`config.mk`:
```
export PLATFORM = sky130hd
export DESIGN_NAME = fetch_queue
export DESIGN_NICKNAME = d
export VERILOG_FILES = /design/src/rtl/fetch_queue.sv
export SDC_FILE = /design/constraint.sdc
export NUM_CORES = 1
export LEC_CHECK = 0
export CAP_MARGIN = 20
export CORE_MARGIN = 2
export CORE_UTILIZATION = 40
export DETAILED_ROUTE_END_ITERATION = 6
export PLACE_DENSITY = 0.62
export SYNTH_ARGS = -nofsm -noshare
export SYNTH_HDL_FRONTEND = slang
export SYNTH_SLANG_ARGS = --single-unit
```
`constraint.sdc`:
```
create_clock -name clk -period 3.8 [get_ports clk]
set_input_delay 0.76 -clock clk [delete_from_list [all_inputs] [get_ports clk]]
set_output_delay 0.76 -clock clk [all_outputs]
set_load 0.1 [all_outputs]
```
`src/rtl/fetch_queue.sv`:
```
// fetch_queue: instruction-fetch front end.
// Generates sequential fetch addresses and keeps at most one request
// outstanding to instruction memory over a ready/valid handshake. Returned
// instructions are buffered with their PCs in a DEPTH-entry in-order queue.
// A redirect flushes the queue and marks any outstanding response as stale.
//
// Ports:
//   clk, rstd            clock, synchronous active-high reset
//   imem_req/imem_addr   fetch request valid / address
//   imem_ready           memory accepts the request this cycle
//   imem_rvalid/rdata    in-order response, one per accepted request
//   redirect/redirect_pc flush and restart fetch at redirect_pc
//   out_valid/out_ready  decode handshake on the queue head
//   out_ins/out_pc       head instruction and its PC
//   count                occupied queue entries
module fetch_queue #(
  parameter int unsigned     XLEN     = 32,
  parameter int unsigned     DEPTH    = 4,
  parameter int unsigned     PC_STEP  = 4,
  parameter logic [XLEN-1:0] RESET_PC = '0
) (
  input  logic                         clk,
  input  logic                         rstd,
  output logic                         imem_req,
  output logic [XLEN-1:0]              imem_addr,
  input  logic                         imem_ready,
  input  logic                         imem_rvalid,
  input  logic [XLEN-1:0]              imem_rdata,
  input  logic                         redirect,
  input  logic [XLEN-1:0]              redirect_pc,
  output logic                         out_valid,
  input  logic                         out_ready,
  output logic [XLEN-1:0]              out_ins,
  output logic [XLEN-1:0]              out_pc,
  output logic [$clog2(DEPTH+1)-1:0]   count
);

  localparam int unsigned CW = $clog2(DEPTH + 1);
  localparam int unsigned PW = $clog2(DEPTH);
  localparam logic [CW:0] LP_DEPTH = (CW + 1)'(DEPTH);

  logic [XLEN-1:0] r_fetch_pc;
  logic            r_pending;
  logic [XLEN-1:0] r_req_pc;
  logic            r_drop;
  logic [PW-1:0]   r_rd_ptr;
  logic [PW-1:0]   r_wr_ptr;
  logic [CW-1:0]   r_count;
  logic [XLEN-1:0] r_q_pc  [DEPTH];
  logic [XLEN-1:0] r_q_ins [DEPTH];

  logic [CW:0]     w_used;
  logic            w_resp;
  logic            w_accept;
  logic            w_push;
  logic            w_pop;
  logic            w_full;

  // The reserved slot of an outstanding request counts against capacity even
  // when its response returns this cycle; a same-cycle pop does not free one.
  assign w_used   = {1'b0, r_count} + {{CW{1'b0}}, r_pending};
  assign imem_req = !rstd && !redirect && (!r_pending || imem_rvalid) &&
                    (w_used < LP_DEPTH);
  assign imem_addr = r_fetch_pc;

  assign w_accept = imem_req && imem_ready;
  assign w_resp   = imem_rvalid && r_pending;
  assign w_push   = w_resp && !r_drop && !redirect && !rstd;
  assign w_pop    = out_valid && out_ready && !redirect && !rstd;
  assign w_full   = ({1'b0, r_count} == LP_DEPTH);

  assign out_valid = (r_count != '0);
  assign out_ins   = r_q_ins[r_rd_ptr];
  assign out_pc    = r_q_pc[r_rd_ptr];
  assign count     = r_count;

  always_ff @(posedge clk) begin
    if (rstd) begin
      r_fetch_pc <= RESET_PC;
      r_pending  <= 1'b0;
      r_req_pc   <= '0;
      r_drop     <= 1'b0;
      r_rd_ptr   <= '0;
      r_wr_ptr   <= '0;
      r_count    <= '0;
    end else if (redirect) begin
      r_fetch_pc <= redirect_pc;
      r_count    <= '0;
      r_rd_ptr   <= r_wr_ptr;
      if (w_resp) begin
        // Response arriving with the redirect is discarded outright.
        r_pending <= 1'b0;
        r_drop    <= 1'b0;
      end else if (r_pending) begin
        r_drop <= 1'b1;
      end
    end else begin
      if (w_accept) begin
        r_pending  <= 1'b1;
        r_req_pc   <= r_fetch_pc;
        r_fetch_pc <= r_fetch_pc + XLEN'(PC_STEP);
      end else if (w_resp) begin
        r_pending <= 1'b0;
      end
      if (w_resp && r_drop) begin
        r_drop <= 1'b0;
      end
      if (w_push) begin
        r_wr_ptr <= r_wr_ptr + 1'b1;
      end
      if (w_pop) begin
        r_rd_ptr <= r_rd_ptr + 1'b1;
      end
      case ({w_push, w_pop})
        2'b10:   r_count <= r_count + 1'b1;
        2'b01:   r_count <= r_count - 1'b1;
        default: r_count <= r_count;
      endcase
    end
  end

  // Queue storage needs no reset: entries are only read while counted valid.
  always_ff @(posedge clk) begin
    if (w_push) begin
      r_q_pc[r_wr_ptr]  <= r_req_pc;
      r_q_ins[r_wr_ptr] <= imem_rdata;
    end
  end

  always_ff @(posedge clk) begin
    if (!rstd) begin
      assert (!(w_push && w_full && !w_pop));
    end
  end

endmodule

```
==> results of run 1 <==
## sequential cells by signal (all words and copies together) (netlist names), named ones only
register,flops
count,3
imem_addr,32
r_drop,1
r_pending,1
r_q_ins,128
r_q_pc,128
r_rd_ptr,2
r_req_pc,32
r_wr_ptr,2
## placed cells by master, fill, tap and decap left out, types with 3 or more instances in the layout
cell,netlist,final
nor2_1,30,30
o21ai_0,5,5
clkbuf_1,29,10
edfxtp_1,256,256
nor4_1,12,12
o311ai_0,4,4
a211oi_1,7,6
dfxtp_1,75,73
and4_1,7,7
and2_1,7,3
ha_1,6,6
nand3_1,9,9
o21bai_1,3,3
buf_12,0,11
mux2i_1,5,5
nand2_1,90,90
or4_1,5,5
clkinv_1,1,9
inv_1,9,9
a21oi_1,55,54
xor2_1,3,3
xnor2_1,6,6
clkbuf_16,0,39
mux2_2,4,4
mux4_2,64,64
buf_4,0,78
a221oi_1,3,3
nor3_1,9,9
and2_4,0,4
clkinv_2,0,6
a31oi_1,10,10
nand4_1,10,10
and3_1,8,8
clkdlybuf4s50_1,0,101
## worst max-delay path by stage
stage / to / slack (ps) / cells after the start
3_5_place_dp: imem_addr[18]$_SDFFE_PP0P_ / 500 / 6
6_report: out_pc[27] / 690 / 3
3_3_place_gp: imem_addr[18]$_SDFFE_PP0P_ / 510 / 6
4_1_cts: out_pc[27] / 570 / 3
5_1_grt: out_pc[27] / 520 / 3
2_1_floorplan: count[2]$_SDFFE_PP0P_ / 300 / 9
## cell families after synthesis
family / share of synthesized area
DFF: 0.723
and+or+nand+nor: 0.0733
AOI/OAI and AO/OA: 0.0506
muxes: 0.121
buffers and inverters: 0.0189
xor gates and xnor gates: 0.00620
adders and majority gates: 0.00748
## worst reg2reg max path: stages, from the launching register on
cell,delay (ps)
dfxtp_1,370
or4b_4,580
a21o_2,510
or4b_2,780
a31oi_1,150
## metrics by stage
stage                     utilization  instances
final                           0.510       1390
after CTS                       0.510       1390
after floorplan                     -        775
after global routing            0.510       1390
after detailed placement        0.474       1322
after global placement          0.474       1322
## layer usage
layer	up-vias	global-route usage	part of all wire
met4	0	0.0439	0.019
met5	-	0	0
li1	3423	-	-
met1	3636	0.228	0.46
met3	32	0.0389	0.060
met2	231	0.260	0.46
## power breakdown
group | internal [uW] | switching (uW) | total, uW
Clock | 1990 | 1330 | 3320
Sequential | 3910 | 60.9 | 3970
Combinational | 192 | 461 | 653
## area by class of cell
type | instances | area (um^2) | share of cell area
well taps | 402 | 503 | 0.0314
repair buffers | 191 | 1820 | 0.114
inverters | 10 | 37.5 | 0.00234
clock inverters | 17 | 108 | 0.00672
clock buffers | 51 | 1040 | 0.0650
flip-flops and latches | 331 | 9200 | 0.574
multi-input cells | 388 | 3310 | 0.207
==> results.tsv, run 1 <==
stage	metric	value	unit
synth	mappedNetlistNets	852	
finish	nets	1037	
clocking	hold_buffers	0	
detailed_routing	routed_wl	27.2	mm
die	initial_core_util	0.405	
finish	diodes	0	
timing	hold_viol	0	
worst_hold_path	hp-start	r_req_pc[20]$_SDFFE_PP0P_	
setup_path	worst-r2r-setup-slack	1340	ps
timing	post-route-period-util	0.819	
synth	synth_commonest_cells	edfxtp_1 (256), nand2_1 (90), dfxtp_1 (75)	
synth	ys_top_cells_by_area	edfxtp_1 (60%), dfxtp_1 (12%), mux4_2 (11%)	
synth	synth-seq-cells	331	
power	max-vdd-ir-drop	0.239	mV
worst_hold_path	min_path_cells	2	
finish	fillers	2600	
timing	whs	503	ps
setup_path	path_cells	buf_4 > mux4_2 > buf_4	
detailed_routing	ant_nets	0	
placed_design	portBuffers	170	
grt	grt-ovfl-total	0	
worst_hold_path	hp-class	reg2reg	
timing	fin_ws	686	ps
clocking	worst_skew_pair.late_latency	510	ps
timing	finalCriticalPeriod	3110	ps
clocking	cts_max_level	2	
die	core.rowCount	65	
placed_design	hpwl	17.5	mm
timing	grt_setup_unrepaired	false	
grt	grtUsageTotal	0.164	
setup_path	crit_path_max_fanout	25	
power	p_leak	0.00513	uW
timing	fmax	0.321	GHz
clocking	cts_root_buf	clkbuf_16	
setup_path	worst_path_max_delay_cell	dfxtp_4	
finish	layout-drive-gt1-share	0.226	
synth	synth.top_cell.area_share	0.605	
synth	avgSynthCellArea	16.4	um^2
synth	yosysWarnings	0	
flow_run	cap_viol_max_count	0	
setup_path	path_class	reg2out	
die	pin_count	171	
timing	maxSlewHeadroom	0.316	
detailed_routing	wire_per_inst	19.5	um
detailed_routing	vias_per_cell	5.27	
placed_design	placed_area	14900	um^2
timing	clock_skew	18.9	ps
setup_path	arrival	2350	ps
detailed_routing	dr_total_vias	7322	
setup_path	cp_common_cell	buf_4	
die	core	31400	um^2
timing	slew_violations	0	
timing	setup_violations	0	
synth	synth-edff-count	256	
placed_design	place_congestion	0.811	
synth	yosys.area.top_type	edfxtp_1	
power	power	7940	uW
setup_path	ff2ff_path_depth	4	
grt	grt_max_degree	61	
power	powerDensity	496	nW/um^2
setup_path	cpPeakStageDelay	700	ps
synth	post-synth-top-count-cell	edfxtp_1	
finish	postLayoutCellArea	16000	um^2
setup_path	critPathTopFamily	flip-flops	
synth	synth_cell_types	50	
die	dieArea	33200	um^2
grt	grt_pass1_vias	7420	
timing	worst_pin_slew	1020	ps
die	die_h	182	um
clocking	clk_pin_slew	60	ps
synth	yosysSeqAreaShare	0.723	
die	die_x	182	um
setup_path	worst_setup_path_start_kind	flop	
clocking	cts_tree	yes	
setup_path	r2r_start	count[2]$_SDFFE_PP0P_	
detailed_routing	drt_iter0_drc	531	
synth	postSynthCellCount	775	
finish	area_growth	26.0	%
synth	synthArstFlopShare	0	
clocking	cts_buffers	38	
detailed_routing	first_pass_iters	5	
setup_path	cp_num_buf_inv	2	
setup_path	crit_path_end_kind	output pin	
clocking	clock-sinks	331	
placed_design	place_ws	497	ps
clocking	post_cts_buffers	0	
detailed_routing	route.detailed.drc	0	
grt	antenna_found_initial	1	
synth	syn_area	12700	um^2
clocking	clockBufferDepth	3	
setup_path	timing.rr.end	imem_addr[21]$_SDFFE_PP0P_	
synth	ys.flop_type	edfxtp_1	
grt	grt_pass1_wl	42.2	mm
worst_hold_path	hold_path_end	r_req_pc[20]$_SDFFE_PP0P_	
timing	tns	0	ps
setup_path	worstPathRequired	3040	ps
run_status	status	finished clean	
clocking	post_cts_resized	0	
No activity file was read; power rests on OpenSTA's default activity.
==> run 2, diff against run 1 <==
--- a/config.mk
+++ b/config.mk
@@ -9,7 +9,7 @@
 export CORE_MARGIN = 2
 export CORE_UTILIZATION = 40
 export DETAILED_ROUTE_END_ITERATION = 6
-export PLACE_DENSITY = 0.62
+export PLACE_DENSITY = 0.59
 export SYNTH_ARGS = -nofsm -noshare
 export SYNTH_HDL_FRONTEND = slang
 export SYNTH_SLANG_ARGS = --single-unit
==> constraint.sdc (replaced) <==
create_clock -name clk -period 3.17 [get_ports clk]
set_input_delay 0.634 -clock clk [delete_from_list [all_inputs] [get_ports clk]]
set_output_delay 0.634 -clock clk [all_outputs]
set_load 0.1 [all_outputs]
==> run 2 against run 1 <==
- sequential share of layout area decreased by 2.4 points
- global-route usage increased by 0.24 points
- worst setup slack got worse by 330 ps
- highest routed layer unchanged
==> results.tsv, run 2 (synthesized netlist as in run 1, its figures left out) <==
stage	metric	value	unit	change
run_status	status	finished clean		unchanged
clocking	cts_max_level	2		unchanged
timing	setup_violations	0		unchanged
grt	grt_max_degree	64		was 61
die	die_h	182	um	unchanged
finish	fillers	2548		was 2600
clocking	cts_buffers	37		was 38
power	powerDensity	591	nW/um^2	was 496 nW/um^2
finish	diodes	0		unchanged
placed_design	hpwl	17.5	mm	about the same
die	core	31400	um^2	unchanged
finish	nets	1038		was 1037
worst_hold_path	hp-class	in2reg		was reg2reg
detailed_routing	vias_per_cell	5.32		was 5.27
setup_path	arrival	2180	ps	was 2350 ps
timing	fmax	0.355	GHz	
finish	area_growth	31.5	%	was 26.0%
grt	grtUsageTotal	0.166		was 0.164
detailed_routing	routed_wl	27.6	mm	was 27.2 mm
timing	clock_skew	13.2	ps	was 18.9 ps
power	max-vdd-ir-drop	0.256	mV	was 0.239 mV
timing	fin_ws	352	ps	was 686 ps
setup_path	cp_common_cell	buf_12		was buf_4
clocking	clockBufferDepth	3		unchanged
setup_path	cp_num_buf_inv	2		unchanged
timing	slew_violations	0		unchanged
finish	mostFrequentLayoutCells	edfxtp_1 (256), nand2_1 (90), dfxtp_1 (70)		was edfxtp_1 (256), clkdlybuf4s50_1 (101), nand2_1 (90)
timing	grt_setup_unrepaired	false		unchanged
finish	reg.largest.list	r_q_ins x128, r_q_pc x128		unchanged
setup_path	ff2ff_path_depth	5		was 4
timing	tns	0	ps	unchanged
setup_path	worst_path_max_delay_cell	dfxtp_4		unchanged
setup_path	path_class	reg2out		unchanged
finish	final_common_cell	edfxtp_1		unchanged
die	die_x	182	um	unchanged
clocking	post_cts_resized	0		unchanged
setup_path	timing.rr.end	imem_addr[26]$_SDFFE_PP0P_		was imem_addr[21]$_SDFFE_PP0P_
detailed_routing	route.detailed.drc	0		unchanged
setup_path	crit_path_end_kind	output pin		unchanged
setup_path	path_cells	buf_12 > mux4_2 > buf_12		was buf_4 > mux4_2 > buf_4
detailed_routing	wire_per_inst	19.9	um	was 19.5 um
placed_design	place_congestion	0.792		was 0.811
clocking	clk_pin_slew	60	ps	about the same
grt	grt-ovfl-total	0		unchanged
clocking	cts_tree	yes		unchanged
timing	finalCriticalPeriod	2820	ps	
detailed_routing	ant_nets	0		unchanged
clocking	worst_skew_pair.late_latency	510	ps	about the same
placed_design	place_ws	244	ps	was 497 ps
die	pin_count	171		unchanged
die	core.rowCount	65		unchanged
worst_hold_path	hp-start	rstd		was r_req_pc[20]$_SDFFE_PP0P_
finish	layout-drive-gt1-share	0.270		was 0.226
flow_run	cap_viol_max_count	0		unchanged
setup_path	worstPathRequired	2540	ps	was 3040 ps
setup_path	cpPeakStageDelay	590	ps	was 700 ps
setup_path	critPathTopFamily	flip-flops		unchanged
grt	grt_pass1_wl	42.6	mm	was 42.2 mm
setup_path	worst_setup_path_start_kind	flop		unchanged
setup_path	worst-r2r-setup-slack	810	ps	was 1340 ps
clocking	hold_buffers	0		unchanged
detailed_routing	drt_iter0_drc	492		was 531
clocking	clock-sinks	331		unchanged
placed_design	portBuffers	170		unchanged
worst_hold_path	hold_path_end	r_pending$_SDFF_PP0_		was r_req_pc[20]$_SDFFE_PP0P_
timing	worst_pin_slew	709	ps	was 1020 ps
grt	grt_pass1_vias	7419		was 7420
worst_hold_path	min_path_cells	2		unchanged
die	dieArea	33200	um^2	unchanged
die	initial_core_util	0.405		unchanged
setup_path	crit_path_max_fanout	25		unchanged
clocking	cts_root_buf	clkbuf_16		unchanged
clocking	post_cts_buffers	0		unchanged
timing	hold_viol	0		unchanged
detailed_routing	dr_total_vias	7393		was 7322
detailed_routing	first_pass_iters	5		unchanged
setup_path	r2r_start	imem_addr[4]$_SDFFE_PP0P_		was count[2]$_SDFFE_PP0P_
grt	antenna_found_initial	0		was 1
timing	post-route-period-util	0.889		
timing	maxSlewHeadroom	0.523		was 0.316
power	p_leak	0.00547	uW	was 0.00513 uW
run 2: final cells by class:
type	count	area (um^2)	area share
Clock buffer	47	1010	0.0606
Multi-Input combinational cell	388	3310	0.198
Tap cell	402	503	0.0301
Sequential cell	331	9200	0.550
Clock inverter	18	211	0.0126
Inverter	10	37.5	0.00224
Timing Repair Buffer	193	2440	0.146
run 2: layer usage:
metal,global-route usage,share of wire,routed length [um],up-vias
met5,0,0,0,-
li1,-,-,-,3421
met2,0.259,0.46,12800,234
met3,0.0371,0.062,1720,40
met1,0.238,0.46,12700,3698
met4,0.0419,0.017,461,0
run 2: how the worst max path moves through the flow:
| stage | startpoint | to | slack [ps] | depth (start not counted) |
|---|---|---|---|---|
| 3_3_place_gp | redirect | imem_addr[18]$_SDFFE_PP0P_ | 250 | 6 |
| 4_1_cts | flop | out_ins[19] | 290 | 3 |
| 2_1_floorplan | rstd | imem_req | 60 | 4 |
| 5_1_grt | flop | out_ins[6] | 210 | 3 |
| 6_report | flop | out_ins[19] | 350 | 3 |
| 3_5_place_dp | redirect | imem_addr[18]$_SDFFE_PP0P_ | 240 | 6 |
run 2: worst reg2reg max path, cell delays in order, from the launching register on:
cell and delay, ps:
dfxtp_1 490, and4_1 400, nand2_2 180, or4_1 620
or4_1 420, a31oi_1 170
run 2: where the power goes:
group / internal, uW / switching [uW]
Sequential: 4690 / 69.5
Clock: 2660 / 1620
Combinational: 286 / 569
run 2: stage by stage:
| stage | total power (uW) | util | hold slack [ps] | cell area [um^2] | std cells |
|---|---|---|---|---|---|
| after floorplan | 5370 | - | 460 | 12700 | 775 |
| after global placement | 5700 | 0.494 | 486 | 15500 | 1324 |
| after detailed placement | 5710 | 0.494 | 491 | 15500 | 1324 |
| after CTS | 10000 | 0.533 | 429 | 16700 | 1389 |
| after global routing | 10200 | 0.533 | 460 | 16700 | 1389 |
| final | 9890 | 0.533 | 446 | 16700 | 1389 |
==> run 3, diff against run 2 <==
--- a/config.mk
+++ b/config.mk
@@ -10,6 +10,7 @@
 export CORE_UTILIZATION = 40
 export DETAILED_ROUTE_END_ITERATION = 6
 export PLACE_DENSITY = 0.59
+export RECOVER_POWER = 25
 export SYNTH_ARGS = -nofsm -noshare
 export SYNTH_HDL_FRONTEND = slang
 export SYNTH_SLANG_ARGS = --single-unit
==> run 3 against run 2 <==
- register-to-register slack about the same
- critical path type unchanged
- wire length about the same
- hold slack about the same
- combinational power about the same
- clock-buffer cell count unchanged
- final cell count unchanged
- total power about the same
- via count about the same
- critical endpoint is now out_ins[28]
- first-iteration DRC count unchanged
- largest cell class unchanged
- die area unchanged
- flip-flop and latch count unchanged
- cell area unchanged
==> results.tsv, run 3 (synthesized netlist as in run 1, its figures left out) <==
stage	metric	value	unit	change
run_status	status	finished clean		unchanged
timing	grt_setup_unrepaired	false		unchanged
clocking	post_cts_buffers	0		unchanged
detailed_routing	ant_nets	0		unchanged
finish	fillers	2548		unchanged
finish	nets	1038		unchanged
finish	reg.largest.list	r_q_ins x128, r_q_pc x128		unchanged
timing	slew_violations	0		unchanged
clocking	cts_max_level	2		unchanged
setup_path	path_cells	buf_12 > mux4_2 > buf_12		unchanged
clocking	cts_buffers	37		unchanged
flow_run	cap_viol_max_count	0		unchanged
grt	grt-ovfl-total	0		unchanged
worst_hold_path	hp-class	in2reg		unchanged
timing	setup_violations	0		unchanged
timing	post-route-period-util	0.889		about the same
timing	maxSlewHeadroom	0.523		about the same
die	core	31400	um^2	unchanged
grt	grt_pass1_wl	42.6	mm	unchanged
placed_design	place_congestion	0.792		unchanged
grt	antenna_found_initial	0		unchanged
die	initial_core_util	0.405		unchanged
timing	worst_pin_slew	709	ps	about the same
clocking	worst_skew_pair.late_latency	510	ps	about the same
timing	hold_viol	0		unchanged
timing	whs	446	ps	about the same
die	pin_count	171		unchanged
power	p_leak	0.00547	uW	about the same
worst_hold_path	min_path_cells	2		unchanged
clocking	clockBufferDepth	3		unchanged
power	powerDensity	591	nW/um^2	about the same
die	dieArea	33200	um^2	unchanged
detailed_routing	route.detailed.drc	0		unchanged
clocking	clk_pin_slew	60	ps	about the same
timing	tns	0	ps	unchanged
setup_path	cp_common_cell	buf_12		unchanged
finish	diodes	0		unchanged
clocking	clock-sinks	331		unchanged
grt	grt_max_degree	64		unchanged
setup_path	cpPeakStageDelay	590	ps	about the same
power	power	9890	uW	about the same
die	die_x	182	um	unchanged
finish	final_common_cell	edfxtp_1		unchanged
grt	grtUsageTotal	0.166		unchanged
power	max-vdd-ir-drop	0.256	mV	about the same
detailed_routing	dr_total_vias	7389		was 7393
clocking	cts_tree	yes		unchanged
setup_path	path_class	reg2out		unchanged
setup_path	arrival	2190	ps	was 2180 ps
detailed_routing	routed_wl	27.6	mm	about the same
timing	finalCriticalPeriod	2820	ps	about the same
setup_path	ff2ff_path_depth	5		unchanged
detailed_routing	first_pass_iters	5		unchanged
placed_design	placed_area	15500	um^2	unchanged
die	die_h	182	um	unchanged
finish	mostFrequentLayoutCells	edfxtp_1 (256), nand2_1 (90), dfxtp_1 (70)		unchanged
timing	fmax	0.355	GHz	about the same
timing	clock_skew	13.1	ps	was 13.2 ps
placed_design	portBuffers	170		unchanged
setup_path	worst_setup_path_start_kind	flop		unchanged
setup_path	worst_path_max_delay_cell	dfxtp_4		unchanged
finish	layout-drive-gt1-share	0.270		unchanged
clocking	post_cts_resized	0		unchanged
finish	area_growth	31.5	%	unchanged
grt	grt_pass1_vias	7419		unchanged
clocking	hold_buffers	0		unchanged
detailed_routing	wire_per_inst	19.9	um	about the same
finish	postLayoutCellArea	16700	um^2	unchanged
setup_path	crit_path_end_kind	output pin		unchanged
detailed_routing	vias_per_cell	5.32		about the same
detailed_routing	drt_iter0_drc	492		unchanged
placed_design	hpwl	17.5	mm	unchanged
setup_path	worstPathRequired	2540	ps	about the same
die	core.rowCount	65		unchanged
clocking	cts_root_buf	clkbuf_16		unchanged
setup_path	crit_path_max_fanout	25		unchanged
run 3: changes by cell type in the layout (fill, tap and decap cells not counted), sizes merged:
| cell | previous run | this run |
|---|---|---|
| dlygate4sd3 | 0 | 12 |
| clkdlybuf4s50 | 68 | 56 |
run 3: final timing paths:
| check | end | from | slack, ps |
|---|---|---|---|
| min | r_pending$_SDFF_PP0_ | rstd | 450 |
| max reg2reg | imem_addr[26]$_SDFFE_PP0P_ | imem_addr[4]$_SDFFE_PP0P_ | 810 |
| max | out_ins[28] | flop | 350 |
| min reg2reg | r_req_pc[8]$_SDFFE_PP0P_ | r_req_pc[8]$_SDFFE_PP0P_ | 490 |
run 3: final cells by class:
class	count	area [um^2]	share of cell area
sequential	331	9200	0.550
multi-input combinational	388	3310	0.198
timing repair buffer	193	2440	0.146
clock buffer	47	1010	0.0606
tap	402	503	0.0301
clock inverter	18	211	0.0126
inverter	10	37.5	0.00224
run 3: power by group:
| part | leakage, uW | internal [uW] | switching [uW] |
|---|---|---|---|
| Clock | 0.000606 | 2660 | 1620 |
| Combinational | 0.00203 | 283 | 569 |
| Sequential | 0.00284 | 4690 | 69.5 |
| Total | 0.00547 | 7630 | 2260 |
run 3: per-layer routing:
layer  vias to the layer above  GRT usage  wire length [um]
met3                        40     0.0371              1750
met1                      3692      0.238             12600
met4                         0     0.0419               461
met5                         -          0                 0
li1                       3421          -                 -
met2                       236      0.259             12800
run 3: through the flow:
step           utilization  cells  worst slack, ps
4_1_cts              0.533   1389              288
6_report             0.533   1389              351
3_3_place_gp         0.494   1324              254
3_5_place_dp         0.494   1324              244
2_1_floorplan            -    775             58.0
5_1_grt              0.533   1389              211
run 3: critical path, delay by kind of cell (launching register included):
kind                   cells  cell delay, ps
DFF                        1             590
muxes                      1             580
buffers and inverters      2             480
